## config.mk

```make
export PLATFORM = sky130hd
export DESIGN_NAME = uart_tx_phy
export DESIGN_NICKNAME = d
export VERILOG_FILES = /design/src/rtl/uart_tx_phy.sv
export SDC_FILE = /design/constraint.sdc
export NUM_CORES = 1
export LEC_CHECK = 0
export ABC_AREA = 1
export CORE_MARGIN = 10
export CORE_UTILIZATION = 45
export CTS_BUF_LIST = sky130_fd_sc_hd__clkbuf_2
export DETAILED_ROUTE_END_ITERATION = 7
export SLEW_MARGIN = 40
export SYNTH_ARGS = -nofsm -noshare
export SYNTH_HDL_FRONTEND = slang
export SYNTH_SLANG_ARGS = --single-unit
export TNS_END_PERCENT = 30
```

## constraint.sdc

```tcl
create_clock -name clk -period 2.45 [get_ports clk]
set_input_delay 0.49 -clock clk [delete_from_list [all_inputs] [get_ports clk]]
set_output_delay 0.49 -clock clk [all_outputs]
set_load 0.02 [all_outputs]
```

## src/rtl/uart_tx_phy.sv

```systemverilog
// 8N1 UART transmitter with a byte FIFO in front of it.
// Bytes arriving with no free slot are dropped and flagged in a sticky overflow bit.
module uart_tx_phy #(
    parameter int CLKS_PER_BIT = 868,
    parameter int FIFO_DEPTH   = 16
) (
    input  logic                          clk,
    input  logic                          rst_n,
    input  logic                          in_valid,
    input  logic [7:0]                    in_data,
    output logic                          tx,
    output logic                          busy,
    output logic [$clog2(FIFO_DEPTH):0]   fifo_level,
    output logic                          overflow,
    input  logic                          clr_overflow
);
    localparam int AW = $clog2(FIFO_DEPTH);
    localparam int LW = AW + 1;
    localparam int BW = $clog2(CLKS_PER_BIT);
    localparam logic [BW-1:0] BAUD_LAST  = BW'(CLKS_PER_BIT - 1);
    localparam logic [LW-1:0] LEVEL_FULL = LW'(FIFO_DEPTH);

    typedef enum logic [1:0] {
        IDLE  = 2'd0,
        START = 2'd1,
        DATA  = 2'd2,
        STOP  = 2'd3
    } state_t;

    state_t          state_r, state_nxt_s;
    logic [BW-1:0]   baud_cnt_r, baud_nxt_s;
    logic [2:0]      bit_idx_r, bit_nxt_s;
    logic [7:0]      shift_r, shift_nxt_s;
    logic [7:0]      mem_r [FIFO_DEPTH];
    logic [AW-1:0]   wr_ptr_r, rd_ptr_r;
    logic [LW-1:0]   count_r, count_nxt_s;
    logic            tx_r, tx_nxt_s;
    logic            busy_r, overflow_r;
    logic            baud_last_s, fifo_empty_s, fifo_full_s;
    logic            pop_s, push_s, drop_s;

    assign baud_last_s  = (baud_cnt_r == BAUD_LAST);
    assign fifo_empty_s = (count_r == LW'(0));
    assign fifo_full_s  = (count_r == LEVEL_FULL);
    // Pop from IDLE, or on the final stop cycle so frames run back-to-back.
    assign pop_s  = !fifo_empty_s && ((state_r == IDLE) || ((state_r == STOP) && baud_last_s));
    assign push_s = in_valid && (!fifo_full_s || pop_s);
    assign drop_s = in_valid && fifo_full_s && !pop_s;

    assign tx         = tx_r;
    assign busy       = busy_r;
    assign fifo_level = count_r;
    assign overflow   = overflow_r;

    // State register
    always_ff @(posedge clk or negedge rst_n) begin
        if (!rst_n) begin
            state_r <= IDLE;
        end else begin
            state_r <= state_nxt_s;
        end
    end

    // Next-state logic
    always_comb begin
        state_nxt_s = state_r;
        case (state_r)
            IDLE:    if (pop_s) state_nxt_s = START; else state_nxt_s = IDLE;
            START:   if (baud_last_s) state_nxt_s = DATA; else state_nxt_s = START;
            DATA:    if (baud_last_s && (bit_idx_r == 3'd7)) state_nxt_s = STOP; else state_nxt_s = DATA;
            STOP: begin
                if (baud_last_s) begin
                    if (pop_s) state_nxt_s = START; else state_nxt_s = IDLE;
                end else begin
                    state_nxt_s = STOP;
                end
            end
            default: state_nxt_s = IDLE;
        endcase
    end

    // Datapath next values; tx is derived from the next state so it is registered
    always_comb begin
        baud_nxt_s  = baud_cnt_r;
        bit_nxt_s   = bit_idx_r;
        shift_nxt_s = shift_r;
        tx_nxt_s    = 1'b1;
        if ((state_r == IDLE) || baud_last_s) begin
            baud_nxt_s = {BW{1'b0}};
        end else begin
            baud_nxt_s = baud_cnt_r + BW'(1);
        end
        if (state_r == START) begin
            bit_nxt_s = 3'd0;
        end else if ((state_r == DATA) && baud_last_s) begin
            bit_nxt_s = bit_idx_r + 3'd1;
        end else begin
            bit_nxt_s = bit_idx_r;
        end
        if (pop_s) begin
            shift_nxt_s = mem_r[rd_ptr_r];
        end else if ((state_r == DATA) && baud_last_s) begin
            shift_nxt_s = {1'b0, shift_r[7:1]};
        end else begin
            shift_nxt_s = shift_r;
        end
        case (state_nxt_s)
            START:   tx_nxt_s = 1'b0;
            DATA:    tx_nxt_s = shift_nxt_s[0];
            default: tx_nxt_s = 1'b1;
        endcase
    end

    // FIFO occupancy after this cycle's push/pop
    always_comb begin
        count_nxt_s = count_r;
        case ({push_s, pop_s})
            2'b10:   count_nxt_s = count_r + LW'(1);
            2'b01:   count_nxt_s = count_r - LW'(1);
            default: count_nxt_s = count_r;
        endcase
    end

    // Registered outputs, counters, pointers and the sticky overflow flag
    always_ff @(posedge clk or negedge rst_n) begin
        if (!rst_n) begin
            baud_cnt_r <= {BW{1'b0}};
            bit_idx_r  <= 3'd0;
            shift_r    <= 8'd0;
            wr_ptr_r   <= {AW{1'b0}};
            rd_ptr_r   <= {AW{1'b0}};
            count_r    <= {LW{1'b0}};
            tx_r       <= 1'b1;
            busy_r     <= 1'b0;
            overflow_r <= 1'b0;
        end else begin
            baud_cnt_r <= baud_nxt_s;
            bit_idx_r  <= bit_nxt_s;
            shift_r    <= shift_nxt_s;
            count_r    <= count_nxt_s;
            tx_r       <= tx_nxt_s;
            busy_r     <= (state_nxt_s != IDLE) || (count_nxt_s != LW'(0));
            if (push_s) wr_ptr_r <= wr_ptr_r + AW'(1);
            if (pop_s)  rd_ptr_r <= rd_ptr_r + AW'(1);
            if (drop_s) begin
                overflow_r <= 1'b1;
            end else if (clr_overflow) begin
                overflow_r <= 1'b0;
            end
        end
    end

    // FIFO storage; contents are don't-care until written
    always_ff @(posedge clk) begin
        if (push_s) mem_r[wr_ptr_r] <= in_data;
    end
endmodule

```

# Yosys cells after proc, flatten, opt, wreduce, memory -nomap -nowiden
# Memory sizes are Yosys's and may differ from the RTL's.
# Cells that the tools add are included.
# W data, S select, Z words.
dict set report totals {
  ff_bits 39
  ram_bits 128
  out_inout_bits 8
  elab_cells 65
  memories 1
}
# name depth word_bits read_ports rd_clocked_by_memory_dff wr line_no
set memory_table {}
lappend memory_table {mem_r 16 8 1 0 1 34} ;# logic [7:0] mem_r [FIFO_DEPTH];
dict set report classes {
  addsub 6
  n_eq_ne 10
  mux 16
  reduce_logical 21
}
# operator n
set op_table {}
lappend op_table {{$mux W8} 2}
lappend op_table {{$add A10 B1 Y10 const B} 1}
lappend op_table {{$eq A10 B10 Y1 const B} 1}
lappend op_table {{$mux W10} 1}
lappend op_table {{$pmux W5 S2} 1}
lappend op_table {{$add A4 B1 Y4 const B} 2}
lappend op_table {{$eq A2 B2 Y1 const B} 4}
lappend op_table {{$pmux W2 S4} 1}
lappend op_table {{$reduce_bool A2 Y1} 4}
lappend op_table {{$logic_and A1 B1 Y1} 7}
lappend op_table {{$eq A2 B1 Y1 const B} 3}
lappend op_table {{$mux W1} 6}
lappend op_table {{$mux W3} 2}
lappend op_table {{$add A5 B1 Y5 const B} 1}
lappend op_table {{$eq A5 B5 Y1 const B} 1}
lappend op_table {{$logic_not A5 Y1} 1}
lappend op_table {{$reduce_bool A5 Y1} 1}
lappend op_table {{$sub A5 B1 Y5 const B} 1}
lappend op_table {{$logic_or A1 B1 Y1} 4}
lappend op_table {{$mux W2} 2}
lappend op_table {{$add A3 B1 Y3 const B} 1}
lappend op_table {{$eq A3 B3 Y1 const B} 1}
lappend op_table {{$logic_not A1 Y1} 3}
lappend op_table {{$logic_not A2 Y1} 1}
lappend op_table {{$pmux W1 S2} 1}

# Longest topological paths before layout
# Gate-level depths: netlist of run 1.
dict set report depth {
  ltp_word 10
  depth_mapped 19
  ltp_nobuf 19
}

# Worst setup path after synthesis of run 1
# Ideal clock, no wire load.
dict set report synth_path {
  path_type {register to register}
  from {register baud_cnt_r[0]}
  to {memory mem_r[11][0], enable pin}
  setup_ns 0.370
  arrival_ns 1.739
  slack_ns 0.341
  path_stages_with_launch 12
  period_less_slack_ns 2.109
  cell_sequence {dfrtp_1 > ha_1 > nand2_2 > nor2_8 > nand4_4 > nand2_4 > nand2_8 > nand2_4 > nand2_4 > inv_6 > nand2_1 > nor2_1}
}
dict set report synth_via {
  elab_chain_cells 8
}
# item line_no
set synth_lines {}
lappend synth_lines {{start, declared} 31} ;# logic [BW-1:0] baud_cnt_r, baud_nxt_s;
lappend synth_lines {{start signal, assigned} 127} ;# baud_cnt_r <= {BW{1'b0}};
lappend synth_lines {{start signal, assigned} 137} ;# baud_cnt_r <= baud_nxt_s;
lappend synth_lines {{$eq A10 B10 Y1} 42} ;# assign baud_last_s = (baud_cnt_r == BAUD_LAST);
lappend synth_lines {{$logic_and A1 B1 Y1} 46} ;# assign pop_s = !fifo_empty_s && ((state_r == IDLE) || ((state_r == STOP) && baud_last_s));
lappend synth_lines {{$logic_or A1 B1 Y1} 46}
lappend synth_lines {{$logic_and A1 B1 Y1} 46}
lappend synth_lines {{$logic_or A1 B1 Y1} 47} ;# assign push_s = in_valid && (!fifo_full_s || pop_s);
lappend synth_lines {{$logic_and A1 B1 Y1} 47}
lappend synth_lines {{$mux W1} 155} ;# if (push_s) mem_r[wr_ptr_r] <= in_data;
lappend synth_lines {{$mux W1 (not written as such)} 155}
lappend synth_lines {{end, declared} 34}
# No other way between the ends.

# Final worst setup path of run 1
dict set report layout_path {
  from {register count_r[4] (netlist: fifo_level[4])}
  to {output fifo_level[4]}
}
# item line_no
set layout_lines {}
lappend layout_lines {{start, declared} 36} ;# logic [LW-1:0] count_r, count_nxt_s;
lappend layout_lines {{start signal, assigned} 132} ;# count_r <= {LW{1'b0}};
lappend layout_lines {{start signal, assigned} 140} ;# count_r <= count_nxt_s;
lappend layout_lines {{end, declared} 13} ;# output logic [$clog2(FIFO_DEPTH):0] fifo_level,
# No word-level cell between the ends.

==> results of run 1 <==
-- routing by layer --
layer	GRT usage [%]	routed length, um	up-vias
li1	-	-	2241
met1	19.72	7075	2303
met2	23.84	7602	105
met3	3.198	643	17
met4	5.561	212	0
met5	0	0	-
-- Yosys cell counts (all sizes together) --
library cell / n / area share [%]
a221o: 2 / 0.28
clkinv: 2 / 0.12
nor2: 92 / 5.2
nand2b: 1 / 0.088
dfrtp: 38 / 13
xor2: 7 / 0.97
nor4: 1 / 0.18
buf: 5 / 0.35
ha: 9 / 1.6
o21ai: 66 / 4.6
edfxtp: 128 / 54
a21oi: 12 / 0.84
a22oi: 2 / 0.21
nand3: 20 / 1.5
o211ai: 12 / 1.3
nor3: 7 / 0.56
inv: 46 / 2.5
a31oi: 3 / 0.26
a21o: 1 / 0.11
o221ai: 22 / 2.7
o21bai: 1 / 0.11
dfstp: 1 / 0.37
nand2: 84 / 5.4
nand4: 7 / 1.0
nor3b: 3 / 0.32
o22ai: 12 / 1.1
clkbuf: 20 / 1.1
-- through the flow --
stage	instance area (sq um)	setup slack [ns]	utilization, %
global placement	7682	0.2191	49.98
CTS	7921	0.02153	51.53
floorplan	7121	0.3411	-
detailed placement	7685	0.1575	50.00
global route	7931	0.01606	51.60
finish	7931	0.1789	51.60
-- registers in the layout, summed over array words and instances, names as in the netlist --
name / flops
tx: 1
baud_cnt_r: 10
rd_ptr_r: 4
overflow: 1
state_r: 2
mem_r: 128
fifo_level: 5
shift_r: 8
busy: 1
wr_ptr_r: 4
bit_idx_r: 3
-- repair_timing --
| action | in CTS | in global routing |
|---|---|---|
| hold endpoints to repair | 39 | 0 |
| resized for setup | 2 | 3 |
| hold buffers | 1 | 0 |
| setup endpoints to repair | 2 | 3 |
-- report_power, final --
group	internal, mW	total [mW]	switching, mW
sequential	3.34	3.47	0.131
combinational	0.321	0.947	0.626
clock	0.399	1.43	1.03
total	4.06	5.85	1.79
-- placed cells by master, fill, tap and decap left out, types with 3 or more instances in the layout --
cell,instances
clkdlybuf4s50_1,14
dlymetal6s2s_1,3
nand2_1,73
inv_2,4
o211ai_1,12
inv_1,40
nand4_1,5
o21ai_0,64
nor2_1,89
nand3_1,19
clkbuf_2,17
inv_8,3
xor2_1,6
dfrtp_1,36
a31oi_1,3
nor3b_1,3
buf_4,24
nand2_4,5
inv_6,6
ha_1,9
o221ai_1,22
edfxtp_1,128
o22ai_1,12
clkinv_1,3
nand2_2,5
nor3_1,6
a21oi_1,12
-- path summary, 6_finish.rpt --
check,start,to,slack (ns)
worst min-delay path,rst_n,rd_ptr_r[1],0.23
min in group clk,clr_overflow,overflow,0.34
max in group asynchronous,rst_n,shift_r[4],1.84
worst max-delay path,fifo_level[4],fifo_level[4],0.18
worst max register to register,baud_cnt_r[0],fifo_level[4],0.27
worst min register to register,baud_cnt_r[0],baud_cnt_r[0],0.47
-- cells by family (layout without fill, tap and decap cells) --
group                      after synthesis  after routing  share of synthesized area, %
AOI/OAI and AO/OA                      133            133                         11.47
buffers and inverters                   73            124                         4.041
adders and majority gates                9              9                         1.581
other                                    0              1                             0
xor gates and xnor gates                 7              7                        0.9665
and+or+nand+nor                        215            215                         14.23
DFF                                    167            167                         67.70
-- area by class of cell --
cell class,instances,share of cell area (%)
tap,211,3.329
inverter,48,2.351
clock inverter,14,1.783
clock buffer,17,1.073
antenna,1,0.03155
sequential,167,60.81
multi-input combinational,364,25.37
timing repair buffer,45,5.253
==> impl_metrics.json, run 1 <==
{
  "gp_congestion": 0.8497,
  "crit_chain": "clkdlybuf4s50_1",
  "hold_class": "in -> async",
  "slew_headroom_pct": 53.57,
  "vdd_drop_max_mv": 0.6622,
  "worst-r2r-cell-count": 17,
  "wire_per_inst_um": 17.92,
  "drc": 0,
  "routed_wl_mm": 15.53,
  "p_total_mw": 5.850,
  "start_util_pct": 46.32,
  "antenna_found_initial": 1,
  "port-buffer-count": 19,
  "cap_violations": 0,
  "htreeDepth": 4,
  "grt_pass1_vias": 4597,
  "io_pins": 20,
  "clk_latency_ns": 0.74,
  "first_pass_iters": 7,
  "dp.cells": 834,
  "crit_buf_inv": 1,
  "syn_inst": 604,
  "coreArea_sq_mm": 0.01537,
  "die_area_sq_mm": 0.02125,
  "rows": 45,
  "leakagePower_nw": 2.927,
  "cellPowerDensity_mw_per_mm2": 737.5,
  "grt_usage_pct": 15.00,
  "worst-setup-path-type": "reg -> out",
  "multi_input_area_sq_mm": 0.002012,
  "worst-path-max-fanout": 3,
  "syn2layout_area_growth_pct": 11.39,
  "finalCritPeriodShare_pct": 92.70,
  "cp_slowest_cell": "clkdlybuf4s50_1",
  "holdWs_ns": 0.2299,
  "viasPerCell": 5.382,
  "synthesis.area_sq_mm": 0.007121,
  "clk_pin_slew_worst_paths_ns": 0.26,
  "hpwlAfterDp_mm": 9.953,
  "cts_setup_buffers": 0,
  "cp-end-kind": "primary output",
  "layout_min_cycle_time_ns": 2.271,
  "grt_max_degree": 67,
  "synth.distinct_cells": 42,
  "layout-drive-gt1-share_pct": 12.98,
  "die_w_um": 145.8,
  "regArea_sq_mm": 0.004823,
  "fin_skew_ns": 0.04611,
  "fillers": 1326,
  "status": "finished, final reports clean",
  "nets": 664,
  "cts_root_buf": "clkbuf_2",
  "required_ns": 1.96,
  "syn_nets": 625,
  "cp_top_family": "buffers and inverters",
  "arrival_ns": 1.78,
  "via_count": 4666,
  "tightestPinTransition_ns": 0.6943,
  "finalMaxSlewViolations": 0,
  "slowest_delay_ns": 0.62,
  "drt_iter0_markers": 476,
  "grt_pass1_wl_mm": 25.32,
  "cts_num_sinks": 167,
  "overflow": 0,
  "numCtsBuffers": 17,
  "cts_tree": "done",
  "fin_tns_setup_ns": 0,
  "die_h_um": 145.8,
  "start_kind": "flip-flop",
  "antenna_left": 0,
  "cp.depth": 1,
  "instances_no_fill": 867,
  "fmax_mhz": 440.3,
  "yosys_warnings": 0,
  "seq_area_frac_synth_pct": 67.70,
  "ys_seq_elements": 167,
  "clk_path_buf_depth": 2,
  "rsz0062_at_grt": "no",
  "setup_viol": 0,
  "final-hold-violation-count": 0,
  "avgSynthCellArea_sq_um": 11.79
}
Power figures use the tool's default switching activity.
==> run 2: changes to the inputs <==
GPL_TIMING_DRIVEN = 0   (was not set)
==> impl_metrics.json, run 2 (same netlist as run 1, synthesis figures left out) <==
{
  "start_kind": "flip-flop",
  "fmax_mhz": 405.0,
  "crit_end": "mem_r[7][6]",
  "finalMaxSlewViolations": 0,
  "fillers": 1330,
  "io_pins": 20,
  "status": "complete, but fails checks",
  "finalCritPeriodShare_pct": 100.8,
  "grt_usage_pct": 15.47,
  "antenna_left": 0,
  "numCtsBuffers": 17,
  "hold_class": "in -> async",
  "drc": 0,
  "holdWs_ns": 0.2104,
  "cp_slowest_cell": "nor2_2",
  "cts_tree": "done",
  "worst-setup-path-type": "reg -> reg",
  "grt_pass1_wl_mm": 25.77,
  "start_util_pct": 46.32,
  "violations": "setup timing",
  "nets": 664,
  "die_h_um": 145.8,
  "htreeDepth": 4,
  "required_ns": 2.86,
  "fin_skew_ns": 0.05581,
  "vdd_drop_max_mv": 0.4827,
  "clk_path_buf_depth": 2,
  "rsz0062_at_grt": "yes",
  "tightestPinTransition_ns": 0.6489,
  "drt_iter0_markers": 381,
  "cellPowerDensity_mw_per_mm2": 766.3,
  "final-hold-violation-count": 0,
  "grt_max_degree": 40,
  "gp_congestion": 0.8494,
  "coreArea_sq_mm": 0.01537,
  "syn2layout_area_growth_pct": 11.90,
  "reg.largest.list": "mem_r (128), baud_cnt_r (10), shift_r (8)",
  "fin_util_pct": 51.84,
  "cap_violations": 0,
  "r2r_end": "mem_r[7][6]",
  "die_area_sq_mm": 0.02125,
  "cts_root_buf": "clkbuf_2",
  "wire_per_inst_um": 18.89,
  "largest_reg_flops": 128,
  "antenna_found_initial": 1,
  "clk_latency_ns": 0.75,
  "slew_headroom_pct": 56.74,
  "layout-drive-gt1-share_pct": 12.65,
  "worst-r2r-cell-count": 11,
  "cp_top_family": "simple AND/OR/NAND/NOR gates",
  "via_count": 4801,
  "layout_common_cells": "edfxtp_1, nor2_1, nand2_1",
  "regMostFlops": "mem_r",
  "worst-path-max-fanout": 9,
  "first_pass_iters": 6,
  "cts_num_sinks": 167,
  "layout_min_cycle_time_ns": 2.469,
  "ff2ff_setup_slack_ns": -0.02,
  "worst_slack_ns": -0.01898,
  "arrival_ns": 2.88,
  "cp-end-kind": "flip-flop",
  "leakagePower_nw": 2.870,
  "routed_wl_mm": 16.40,
  "final_common_cell": "edfxtp_1",
  "clk_pin_slew_worst_paths_ns": 0.27,
  "rows": 45,
  "port-buffer-count": 19,
  "slowest_delay_ns": 0.54,
  "cp.depth": 11,
  "crit_buf_inv": 1,
  "crit_chain": "ha_1 > nand2_2 > nor2_8 > nand4_4 > nand2_4 > nand2_8 > nand2_4 > nand2_4 > inv_6 > nand2_1 > nor2_2",
  "crit_top_cell": "nand2_4",
  "die_w_um": 145.8,
  "cp-startpoint": "baud_cnt_r[0]",
  "cts_setup_buffers": 0,
  "overflow": 0,
  "grt_pass1_vias": 4740,
  "setup_viol": 3,
  "hpwlAfterDp_mm": 10.98,
  "r2r-start": "baud_cnt_r[0]",
  "viasPerCell": 5.531
}
==> run 2: how the worst min path moves through the flow <==
| stage | cells past startpoint | startpoint | endpoint | slack [ns] |
|---|---|---|---|---|
| after global routing | 2 | rst_n | bit_idx_r[0] | 0.19 |
| after detailed placement | 1 | baud_cnt_r[0] | baud_cnt_r[0] | 0.46 |
| after floorplan | 0 | rst_n | baud_cnt_r[0] | 0.19 |
| after CTS | 2 | rst_n | state_r[1] | 0.18 |
| final | 2 | rst_n | shift_r[4] | 0.21 |
| after global placement | 1 | baud_cnt_r[0] | baud_cnt_r[0] | 0.45 |
==> run 2: layout make-up <==
type | count | area (sq um) | area share, %
Buffer | 25 | 101.3 | 1.272
Clock inverter | 15 | 205.2 | 2.575
Antenna cell | 1 | 2.502 | 0.03141
Timing Repair Buffer | 20 | 203.9 | 2.560
Tap cell | 211 | 264.0 | 3.313
Multi-Input combinational cell | 364 | 2097 | 26.32
Sequential cell | 167 | 4822 | 60.52
Inverter | 48 | 186.4 | 2.340
Clock buffer | 17 | 85.08 | 1.068
==> run 2: stage by stage <==
step                std cells  power [mW]  setup WS (ns)   TNS, ns  area [sq um]
finish                    868       6.106       -0.01898  -0.05197          7968
floorplan                 604       4.071         0.3411         0          7121
detailed placement        834       4.449        -0.1949    -7.142          7597
CTS                       867       6.080       -0.03391   -0.1372          7913
global route              868       6.392        -0.1425    -4.450          7968
global placement          834       4.396        -0.2009    -18.30          7575
==> run 2: worst reg2reg max path, stage by stage, from the launching register on <==
cell and delay [ns]:
dfrtp_1 0.42, ha_1 0.21, nand2_2 0.10, nor2_8 0.14, nand4_4 0.11, nand2_4 0.12
nand2_8 0.10, nand2_4 0.08, nand2_4 0.06, inv_6 0.09, nand2_1 0.19, nor2_2 0.55
==> run 2: repair_timing <==
item | CTS | global route
setup endpoints to repair | 55 | 120
hold buffers | 1 | 0
gates resized for setup | 8 | 12
endpoints found under the hold margin | 39 | 0
==> run 2: layer usage <==
| metal | routed length [um] | up-vias | global-route usage, % |
|---|---|---|---|
| li1 | - | 2238 | - |
| met1 | 6906 | 2333 | 19.40 |
| met2 | 7903 | 197 | 25.02 |
| met3 | 1150 | 33 | 3.881 |
| met4 | 438 | 0 | 6.269 |
| met5 | 0 | - | 0 |
==> run 2: report_power, final <==
group	switching, mW	internal [mW]	total [mW]
registers	0.118	3.34	3.46
clock network	1.11	0.539	1.65
logic	0.699	0.292	0.992
==> run 3: changes to the inputs <==
ABC_CLOCK_PERIOD_IN_PS = 2450   (was not set)
==> results of run 3 <==
The final DEF is identical to that of run 2; final timing and power are the same.
